`config.mk`:
```
export PLATFORM = sky130hd
export DESIGN_NAME = multicycle_control
export DESIGN_NICKNAME = d
export VERILOG_FILES = /design/src/rtl/legv8_ctrl_pkg.sv /design/src/rtl/multicycle_control_opclass_decode.sv /design/src/rtl/multicycle_control.sv
export SDC_FILE = /design/constraint.sdc
export NUM_CORES = 1
export LEC_CHECK = 0
export BUFFER_PORTS_ARGS = -buffer_cell sky130_fd_sc_hd__buf_2
export CORE_AREA = 2 2 49 47
export CTS_BUF_LIST = sky130_fd_sc_hd__clkbuf_16
export DETAILED_ROUTE_END_ITERATION = 8
export DIE_AREA = 0 0 51 49
export PLACE_DENSITY = 0.76
export SYNTH_ARGS = -nofsm -noshare
export SYNTH_HDL_FRONTEND = slang
export SYNTH_HIERARCHICAL = 1
export SYNTH_SLANG_ARGS = --single-unit
```
`constraint.sdc`:
```
create_clock -name CLK -period 2.25 [get_ports CLK]
set_input_delay 0.45 -clock CLK [delete_from_list [all_inputs] [get_ports CLK]]
set_output_delay 0.45 -clock CLK [all_outputs]
set_load 0.005 [all_outputs]
```
`src/rtl/legv8_ctrl_pkg.sv`:
```
// Shared definitions for the LEGv8 multicycle controller: state encoding,
// instruction classes, opcode match patterns, ALU/sign-extend selects.
// Pure declarations; no latency or backpressure of its own.
package legv8_ctrl_pkg;

   // FSM state encoding; codes 6 and 7 are unused and recover to FETCH.
   typedef enum logic [2:0] {
      ST_FETCH  = 3'd0,
      ST_DECODE = 3'd1,
      ST_EXEC   = 3'd2,
      ST_MEM    = 3'd3,
      ST_WB     = 3'd4,
      ST_TRAP   = 3'd5
   } state_e;

   // Instruction classes; CLS_NONE marks an unrecognised opcode.
   typedef enum logic [3:0] {
      CLS_NONE   = 4'd0,
      CLS_AND    = 4'd1,
      CLS_ORR    = 4'd2,
      CLS_ADDREG = 4'd3,
      CLS_SUBREG = 4'd4,
      CLS_ADDIMM = 4'd5,
      CLS_SUBIMM = 4'd6,
      CLS_MOVZ   = 4'd7,
      CLS_B      = 4'd8,
      CLS_CBZ    = 4'd9,
      CLS_LDUR   = 4'd10,
      CLS_STUR   = 4'd11
   } class_e;

   // One opcode pattern: bits under mask must equal value.
   typedef struct packed {
      logic [10:0] mask;
      logic [10:0] value;
      class_e      cls;
   } opc_pat_t;

   localparam int NUM_PATS = 11;

   // Listed in priority order: the lowest index that matches wins.
   localparam opc_pat_t OPC_PATS [NUM_PATS] = '{
      '{mask: 11'b01111111000, value: 11'b00001010000, cls: CLS_AND   },
      '{mask: 11'b01111111000, value: 11'b00101010000, cls: CLS_ORR   },
      '{mask: 11'b01011111000, value: 11'b00001011000, cls: CLS_ADDREG},
      '{mask: 11'b01011111000, value: 11'b01001011000, cls: CLS_SUBREG},
      '{mask: 11'b01011111000, value: 11'b00010001000, cls: CLS_ADDIMM},
      '{mask: 11'b01011111000, value: 11'b01010001000, cls: CLS_SUBIMM},
      '{mask: 11'b11111111100, value: 11'b11010010100, cls: CLS_MOVZ  },
      '{mask: 11'b01111100000, value: 11'b00010100000, cls: CLS_B     },
      '{mask: 11'b01111110000, value: 11'b00110100000, cls: CLS_CBZ   },
      '{mask: 11'b00111111111, value: 11'b00111000010, cls: CLS_LDUR  },
      '{mask: 11'b00111111111, value: 11'b00111000000, cls: CLS_STUR  }
   };

   // ALU operation selects.
   localparam logic [3:0] ALUOP_AND   = 4'b0000;
   localparam logic [3:0] ALUOP_ORR   = 4'b0001;
   localparam logic [3:0] ALUOP_ADD   = 4'b0010;
   localparam logic [3:0] ALUOP_SUB   = 4'b0110;
   localparam logic [3:0] ALUOP_PASSB = 4'b0111;

   // Immediate sign-extend selects.
   localparam logic [2:0] SIGNOP_IMM  = 3'b000;
   localparam logic [2:0] SIGNOP_BR   = 3'b001;
   localparam logic [2:0] SIGNOP_DT   = 3'b010;
   localparam logic [2:0] SIGNOP_CB   = 3'b011;
   localparam logic [2:0] SIGNOP_MOVZ = 3'b100;

   // Control outputs bundled so reset gating is a single mux.
   typedef struct packed {
      logic       pcwrite;
      logic       irwrite;
      logic       iord;
      logic       memread;
      logic       memwrite;
      logic       regwrite;
      logic       mem2reg;
      logic       alusrc;
      logic       reg2loc;
      logic       move;
      logic       pcsrc;
      logic       instr_done;
      logic       illegal;
      logic [3:0] aluop;
      logic [2:0] signop;
   } ctrl_t;

   function automatic logic [3:0] class_aluop(input class_e c);
      case (c)
         CLS_ADDREG, CLS_ADDIMM,
         CLS_LDUR, CLS_STUR:     return ALUOP_ADD;
         CLS_SUBREG, CLS_SUBIMM: return ALUOP_SUB;
         CLS_AND:                return ALUOP_AND;
         CLS_ORR:                return ALUOP_ORR;
         CLS_CBZ:                return ALUOP_PASSB;
         default:                return ALUOP_AND;
      endcase
   endfunction

   function automatic logic [2:0] class_signop(input class_e c);
      case (c)
         CLS_ADDIMM, CLS_SUBIMM: return SIGNOP_IMM;
         CLS_B:                  return SIGNOP_BR;
         CLS_LDUR, CLS_STUR:     return SIGNOP_DT;
         CLS_CBZ:                return SIGNOP_CB;
         CLS_MOVZ:               return SIGNOP_MOVZ;
         default:                return 3'b000;
      endcase
   endfunction

   function automatic logic class_alusrc(input class_e c);
      return (c == CLS_ADDIMM) || (c == CLS_SUBIMM) ||
             (c == CLS_LDUR)   || (c == CLS_STUR);
   endfunction

endpackage

```
`src/rtl/multicycle_control_opclass_decode.sv`:
```
// Opcode classifier: maps instruction bits [31:21] to an instruction class.
// Purely combinational, zero latency; no flow control.
// Ports: opcode (11b) in, op_class out (CLS_NONE when nothing matches).
module opclass_decode
   import legv8_ctrl_pkg::*;
(
   input  logic [10:0] opcode,
   output class_e      op_class
);

   // Walk the table from the back so the earliest matching entry is the
   // last one written and therefore wins.
   always_comb begin
      op_class = CLS_NONE;
      for (int i = NUM_PATS - 1; i >= 0; i--) begin
         if ((opcode & OPC_PATS[i].mask) == OPC_PATS[i].value) begin
            op_class = OPC_PATS[i].cls;
         end
      end
   end

endmodule

```
`src/rtl/multicycle_control.sv`:
```
// LEGv8 multicycle control FSM: FETCH/DECODE/EXEC/MEM/WB plus sticky TRAP.
// 3-5 cycles per instruction with zero wait states; each mem_ready=0 cycle
// in FETCH or MEM stalls one cycle. Ports: CLK, resetl, opcode, zero,
// mem_ready in; datapath strobes/selects, instr_done, illegal, state out.
module multicycle_control
   import legv8_ctrl_pkg::*;
(
   input  logic        CLK,
   input  logic        resetl,
   input  logic [10:0] opcode,
   input  logic        zero,
   input  logic        mem_ready,
   output logic        pcwrite,
   output logic        irwrite,
   output logic        iord,
   output logic        memread,
   output logic        memwrite,
   output logic        regwrite,
   output logic        mem2reg,
   output logic        alusrc,
   output logic        reg2loc,
   output logic        move,
   output logic        pcsrc,
   output logic        instr_done,
   output logic        illegal,
   output logic [3:0]  aluop,
   output logic [2:0]  signop,
   output logic [2:0]  state
);

   state_e state_q, state_d;
   class_e cls_q, cls_d;
   class_e dec_cls;
   ctrl_t  ctrl_raw;
   ctrl_t  ctrl_out;

   opclass_decode u_decode (
      .opcode   (opcode),
      .op_class (dec_cls)
   );

   always_ff @(posedge CLK or negedge resetl) begin
      if (!resetl) begin
         state_q <= ST_FETCH;
         cls_q   <= CLS_NONE;
      end else begin
         state_q <= state_d;
         cls_q   <= cls_d;
      end
   end

   always_comb begin
      state_d  = state_q;
      cls_d    = cls_q;
      ctrl_raw = '0;

      case (state_q)
         ST_FETCH: begin
            ctrl_raw.memread = 1'b1;
            if (mem_ready) begin
               ctrl_raw.irwrite = 1'b1;
               state_d          = ST_DECODE;
            end
         end

         ST_DECODE: begin
            // The IR now holds the new instruction; capture its class so
            // later states do not depend on the opcode bus.
            ctrl_raw.reg2loc = (dec_cls == CLS_STUR) || (dec_cls == CLS_CBZ);
            cls_d            = dec_cls;
            state_d          = (dec_cls == CLS_NONE) ? ST_TRAP : ST_EXEC;
         end

         ST_EXEC: begin
            ctrl_raw.aluop  = class_aluop(cls_q);
            ctrl_raw.signop = class_signop(cls_q);
            ctrl_raw.alusrc = class_alusrc(cls_q);
            case (cls_q)
               CLS_B: begin
                  ctrl_raw.pcwrite    = 1'b1;
                  ctrl_raw.pcsrc      = 1'b1;
                  ctrl_raw.instr_done = 1'b1;
                  state_d             = ST_FETCH;
               end
               CLS_CBZ: begin
                  // PC is always written; zero picks branch target vs PC+4.
                  ctrl_raw.pcwrite    = 1'b1;
                  ctrl_raw.pcsrc      = zero;
                  ctrl_raw.instr_done = 1'b1;
                  state_d             = ST_FETCH;
               end
               CLS_LDUR, CLS_STUR: state_d = ST_MEM;
               CLS_NONE:           state_d = ST_TRAP;
               default:            state_d = ST_WB;
            endcase
         end

         ST_MEM: begin
            ctrl_raw.iord     = 1'b1;
            ctrl_raw.memread  = (cls_q == CLS_LDUR);
            ctrl_raw.memwrite = (cls_q == CLS_STUR);
            if (mem_ready) begin
               if (cls_q == CLS_STUR) begin
                  ctrl_raw.pcwrite    = 1'b1;
                  ctrl_raw.instr_done = 1'b1;
                  state_d             = ST_FETCH;
               end else begin
                  state_d = ST_WB;
               end
            end
         end

         ST_WB: begin
            ctrl_raw.regwrite   = 1'b1;
            ctrl_raw.pcwrite    = 1'b1;
            ctrl_raw.instr_done = 1'b1;
            ctrl_raw.mem2reg    = (cls_q == CLS_LDUR);
            ctrl_raw.move       = (cls_q == CLS_MOVZ);
            state_d             = ST_FETCH;
         end

         ST_TRAP: begin
            ctrl_raw.illegal = 1'b1;
         end

         default: begin
            state_d = ST_FETCH;
         end
      endcase
   end

   // While reset is held the FETCH state would otherwise show memread=1;
   // gate everything so outputs drop the instant resetl falls.
   assign ctrl_out = resetl ? ctrl_raw : '0;

   assign pcwrite    = ctrl_out.pcwrite;
   assign irwrite    = ctrl_out.irwrite;
   assign iord       = ctrl_out.iord;
   assign memread    = ctrl_out.memread;
   assign memwrite   = ctrl_out.memwrite;
   assign regwrite   = ctrl_out.regwrite;
   assign mem2reg    = ctrl_out.mem2reg;
   assign alusrc     = ctrl_out.alusrc;
   assign reg2loc    = ctrl_out.reg2loc;
   assign move       = ctrl_out.move;
   assign pcsrc      = ctrl_out.pcsrc;
   assign instr_done = ctrl_out.instr_done;
   assign illegal    = ctrl_out.illegal;
   assign aluop      = ctrl_out.aluop;
   assign signop     = ctrl_out.signop;
   assign state      = state_q;

endmodule

```
* Yosys cells after proc, flatten, opt, wreduce, memory -nomap -nowiden
Memory sizes are Yosys's and may differ from the RTL's. Cells that the tools add are included. Widths: inputs -> output; s select.
Operators by class: eq/ne operators 27, mux-type cells 37, bitwise operators 1, reductions and logical operators 10
Operators with widths (count):
- $mux 4 | 11
- $eq 9x9->1 const B | 3
- $eq 4x4->1 const B | 6
- $mux 20 | 1
- $pmux 3 s5 | 1
- $eq 4x3->1 const B | 3
- $eq 6x5->1 const B | 2
- $eq 6x6->1 const B | 2
- $mux 1 | 12
- $mux 3 | 4
- $pmux 3 s4 | 1
- $pmux 3 s3 | 1
- $logic_not 4->1 | 2
- $eq 7x4->1 const B | 1
- $eq 7x6->1 const B | 1
- $mux 7 | 1
- $eq 3x2->1 const B | 2
- $eq 3x3->1 const B | 2
- $eq 6x4->1 const B | 1
- $pmux 1 s3 | 2
- $eq 5x3->1 const B | 1
- $logic_or 1x1->1 | 4
- $ne 2x2->1 const B | 2
- $pmux 2 s2 | 1
- other kinds (7) | 8
Storage, ports and cells: register bits after elaboration 7, ROM bits 48, bits of input ports 15, output and inout bits 23, logic and storage cells 78, memories 1
Memories:
- (no name shown) | depth 16, width 3, read ports 1, clocked after Yosys merged registers in 0, wr ports 0, RTL line legv8_ctrl_pkg.sv:90 | case (c)

* Longest topological paths before layout
depth after elaboration 16, mapped depth 7, depth with buffers taken out 7

* Modules after synthesis
Netlist, hierarchy kept.
By module, submodules not included:
- multicycle_control | instances 1, cells an instance 88, area an instance 713.2 um2, seq. area each 175.2 um2
- opclass_decode | instances 1, cells an instance 25, area an instance 171.4 um2, seq. area each 0.0 um2

* Worst setup path after synthesis
Ideal clock, no wire load.
path type input port to output port, from input port opcode[6], to output port reg2loc, arrival 1.617 ns, data required time 1.800 ns, path slack 0.183 ns, cell stages on the path 5, path buffers 0, cells stage by stage nand2b_1 or3b_2 o21ai_0 nand4b_1 nor3_1
On the way: word-level cells in the longest chain between the ends 16, elaborated cells on any way between the ends 27, classes of those cells eq/ne: 13; mux: 13; reduce/logical: 1
Ends and longest elaborated chain:
- from (decl) | RTL line multicycle_control.sv:10 | input logic [10:0] opcode,
- $eq 9x9->1 | RTL line multicycle_control_opclass_decode.sv:16 | if ((opcode & OPC_PATS[i].mask) == OPC_PATS[i].value) begin
- $mux 4 (10 in a row) | RTL line multicycle_control_opclass_decode.sv:16
- $mux 4 * | RTL line multicycle_control_opclass_decode.sv:16
- named net dec_cls[3] | RTL line multicycle_control.sv:33 | class_e dec_cls;
- $eq 4x4->1 | RTL line multicycle_control.sv:69 | ctrl_raw.reg2loc = (dec_cls == CLS_STUR) || (dec_cls == CLS_CBZ);
- $logic_or 1x1->1 * | RTL line multicycle_control.sv:69
- $mux 1 * | RTL line multicycle_control.sv:57 | case (state_q)
- $mux 20 * | RTL line multicycle_control.sv:134 | assign ctrl_out = resetl ? ctrl_raw : '0;
- to (decl) | RTL line multicycle_control.sv:21 | output logic reg2loc,
The timed path passes the listed nets; every way through them passes the cells marked *.

* Worst setup path in the final report
from input port opcode[2], to output port reg2loc
On the way: word-level cells in the longest chain between the ends 16, elaborated cells on any way between the ends 19, classes of those cells eq/ne: 5; mux: 13; reduce/logical: 1
Ends and longest elaborated chain (RTL line):
- $eq 9x9->1 | multicycle_control_opclass_decode.sv:16
- $mux 4 (4 in a row) | multicycle_control_opclass_decode.sv:16
- $mux 4 * (7 in a row) | multicycle_control_opclass_decode.sv:16
- named net dec_cls[0] | multicycle_control.sv:33
- $eq 4x4->1 | multicycle_control.sv:69
- $logic_or 1x1->1 * | multicycle_control.sv:69
- $mux 1 * | multicycle_control.sv:57
- $mux 20 * | multicycle_control.sv:134
Marked as above.

==> impl_metrics.csv <==
group,metric,value,unit
global_routing,grt_overflow,0,
sta,slew_viol_final,0,
global_routing,grt-busiest-layer,"met2",
sta,finalCritPeriodShare,1.05,
synth,yosys.area.top_type_share,0.198,
layout,fin_util,0.623,
synth,ys_top_cells_by_area,"dfrtp_1, mux2_2, nor3_1",
synth,synth_top_family_by_area,"simple AND/OR/NAND/NOR gates",
route,routed_wirelength,2600,microns
layout,syn_to_final_growth,42.3,%
synth,synth.area.mux_share,0.0764,
worst_setup_path,cp.required,1800,ps
synth,synth-edff-count,0,
synth,ys_seq_area_frac,0.198,
clock_tree,cts_tree,"yes",
clock_tree,cts-root-buf,"clkbuf_16",
global_routing,grt_pass1_vias,998,
synth,ys.flop_type,"dfrtp_1",
die,fp.dieH,49,microns
layout,nFillCells,169,
route,vias,1027,
global_routing,grt_pass1_wl,4430,microns
clock_tree,clk_latency,230,ps
synth,synthAdderAreaFrac,0,
global_routing,grt_max_degree,16,
synth,yosysMostFrequentCell,"nor2_1",
synth,synth_common_cells,"nor2_1, nor3_1, dfrtp_1, inv_1, mux2_2",
die,chipWidth,51,microns
sta,period_minus_slack,2360,ps
synth,async_flop_share,1.00,
placed_design,place_area,1100,sq um
route,vias_per_cell,5.67,
power_and_ir_drop,finalPower,0.000991,W
layout,antenna_cells,0,
flow_run,maxCapViolations,0,
placed_design,port_buffers,36,
clock_tree,cts_max_path_buffers,2,
clock_tree,cts-hold-fix-buffers,0,
route,drcViolationCount,0,
outcome,status,"finished, violations left",
synth,synth_compound_area_frac,0.195,
power_and_ir_drop,peakVddDrop,0.000817,V
die,io_pins,38,
power_and_ir_drop,leakage,0.630,nW
die,initial_core_util,0.437,
synth,netlist_area,885,sq um
die,num_rows,16,
synth,netlist_instances,113,
worst_setup_path,critical_path.endpoint_type,"output port",
global_routing,met3_usage,0.0460,
die,die-area,2500,sq um
global_routing,antenna_found_initial,0,
route,antenna_left,0,
clock_tree,cts.sinks,7,
sta,worst_slack,-114,ps
synth,synth_xor_area_frac,0,
global_routing,grtUsageMet2,0.366,
clock_tree,numCtsBuffers,3,
synth,synth_top_area_cell,"dfrtp_1",
power_and_ir_drop,power_density,788,nW/um^2
worst_setup_path,cp_max_fo,3,
sta,setup_viol,1,
route,post_drt_wl_per_cell,14.4,microns
placed_design,gp_congestion,0.870,
placed_design,place_hpwl,1830,microns
min_path,hp-class,"in -> async",
sta,timing.fmax,423,MHz
synth,synth_warnings,6,
sta,grt_setup_unrepaired,"yes",
route,drt_iter0_drc,35,
outcome,violations,"setup timing",
global_routing,grtUsageMet1,0.293,
route,drtPass1Iterations,4,
global_routing,track_usage,0.229,
layout,layout-drive-gt1-share,0.448,
die,core_area,2020,sq um
layout,finalNetCount,170,
synth,synth.distinct_cells,48,
synth,ys_ff_latch,7,
synth,yosys.area_share.simple,0.434,
sta,finClkSkew,1.30,ps
worst_setup_path,critPathKind,"in -> out",
worst_setup_path,arrival,1910,ps
clock_tree,path_clk_slew,40,ps
clock_tree,htreeDepth,1,
synth,syn_nets,128,
layout,fin_area,1260,sq um
worst_setup_path,startpoint_type,"input pin",
synth,syn-mean-instance-area,7.83,sq um
sta,finalHoldViolations,0,
[area by class of cell]
type,instances,area [sq um],share of cell area
clock inverters,1,3.75,0.00298
well taps,27,33.8,0.0268
clock buffers,3,75.1,0.0596
inverters,7,26.3,0.0209
multi-input cells,90,671,0.533
flip-flops and latches,7,175,0.139
repair buffers,46,274,0.218
[cell usage in the layout, fill, tap and decap left out, types with 2 or more instances in the layout]
| master | instances |
|---|---|
| and4b_1 | 3 |
| mux2_2 | 6 |
| or3b_4 | 2 |
| nand2_1 | 5 |
| buf_6 | 3 |
| buf_2 | 33 |
| nor3_1 | 6 |
| a21oi_1 | 4 |
| nand3_1 | 4 |
| nand3b_1 | 2 |
| nor2_1 | 12 |
| nor3_2 | 3 |
| o21ai_0 | 4 |
| clkbuf_16 | 3 |
| and2_1 | 3 |
| inv_1 | 8 |
| dfrtp_1 | 7 |
| nor2b_1 | 4 |
| nor3b_1 | 3 |
| buf_4 | 10 |
[worst max-delay path, stage by stage]
cell       delay (ps)
buf_6              90
nand4bb_1         180
or4_4             530
nor2_4            100
o31a_1            160
nand4b_1          130
nor3_2            130
buf_2             130
[state kept, by name (all words and copies together), names as in the netlist]
signal and flops:
state 3, cls_q 4
[what timing repair did]
action	CTS	global route
setup endpoints to repair	1	1
buffers inserted	1	1
gates resized for setup	5	6
pin swaps	1	1
[final timing paths]
check	from	end	slack [ps]	cells past startpoint
max reg2reg	state[1]$_DFFE_PN0P_	cls_q[1]$_DFFE_PN0N_	610	4
min	resetl	cls_q[2]$_DFFE_PN0N_	190	2
max	opcode[2]	reg2loc	-110	8
max in group asynchronous	resetl	cls_q[0]$_DFFE_PN0N_	1910	2
min in group CLK	mem_ready	state[2]$_DFFE_PN0P_	570	2
min reg2reg	state[2]$_DFFE_PN0P_	state[1]$_DFFE_PN0P_	660	2
[per-layer routing]
layer	up-vias	wire length, microns
met5	-	0
met4	0	33
met3	4	163
met2	43	1260
met1	479	1140
li1	501	-
[per-stage QoR]
stage | setup WS (ps) | instances | setup TNS (ps) | hold WS, ps
5_1_grt | -213 | 181 | -213 | 197
3_5_place_dp | -104 | 175 | -173 | 432
4_1_cts | -55.8 | 180 | -55.8 | 193
6_report | -114 | 181 | -114 | 191
2_1_floorplan | 183 | 113 | 0 | 154
3_3_place_gp | -68.5 | 175 | -72.0 | 432
[power by group]
part,internal [W],leakage [nW],total (W),switching (W)
registers,0.000165,0.0923,0.000254,0.0000894
logic,0.000228,0.495,0.000445,0.000217
clock network,0.000231,0.0423,0.000292,0.0000616
total,0.000624,0.630,0.000991,0.000368
[cell families after synthesis]
family | Yosys count
compound gates | 23
buf+inv | 16
mux | 6
flops | 7
simple gates | 60
other cells | 1
No activity file was read; power rests on OpenSTA's default activity.
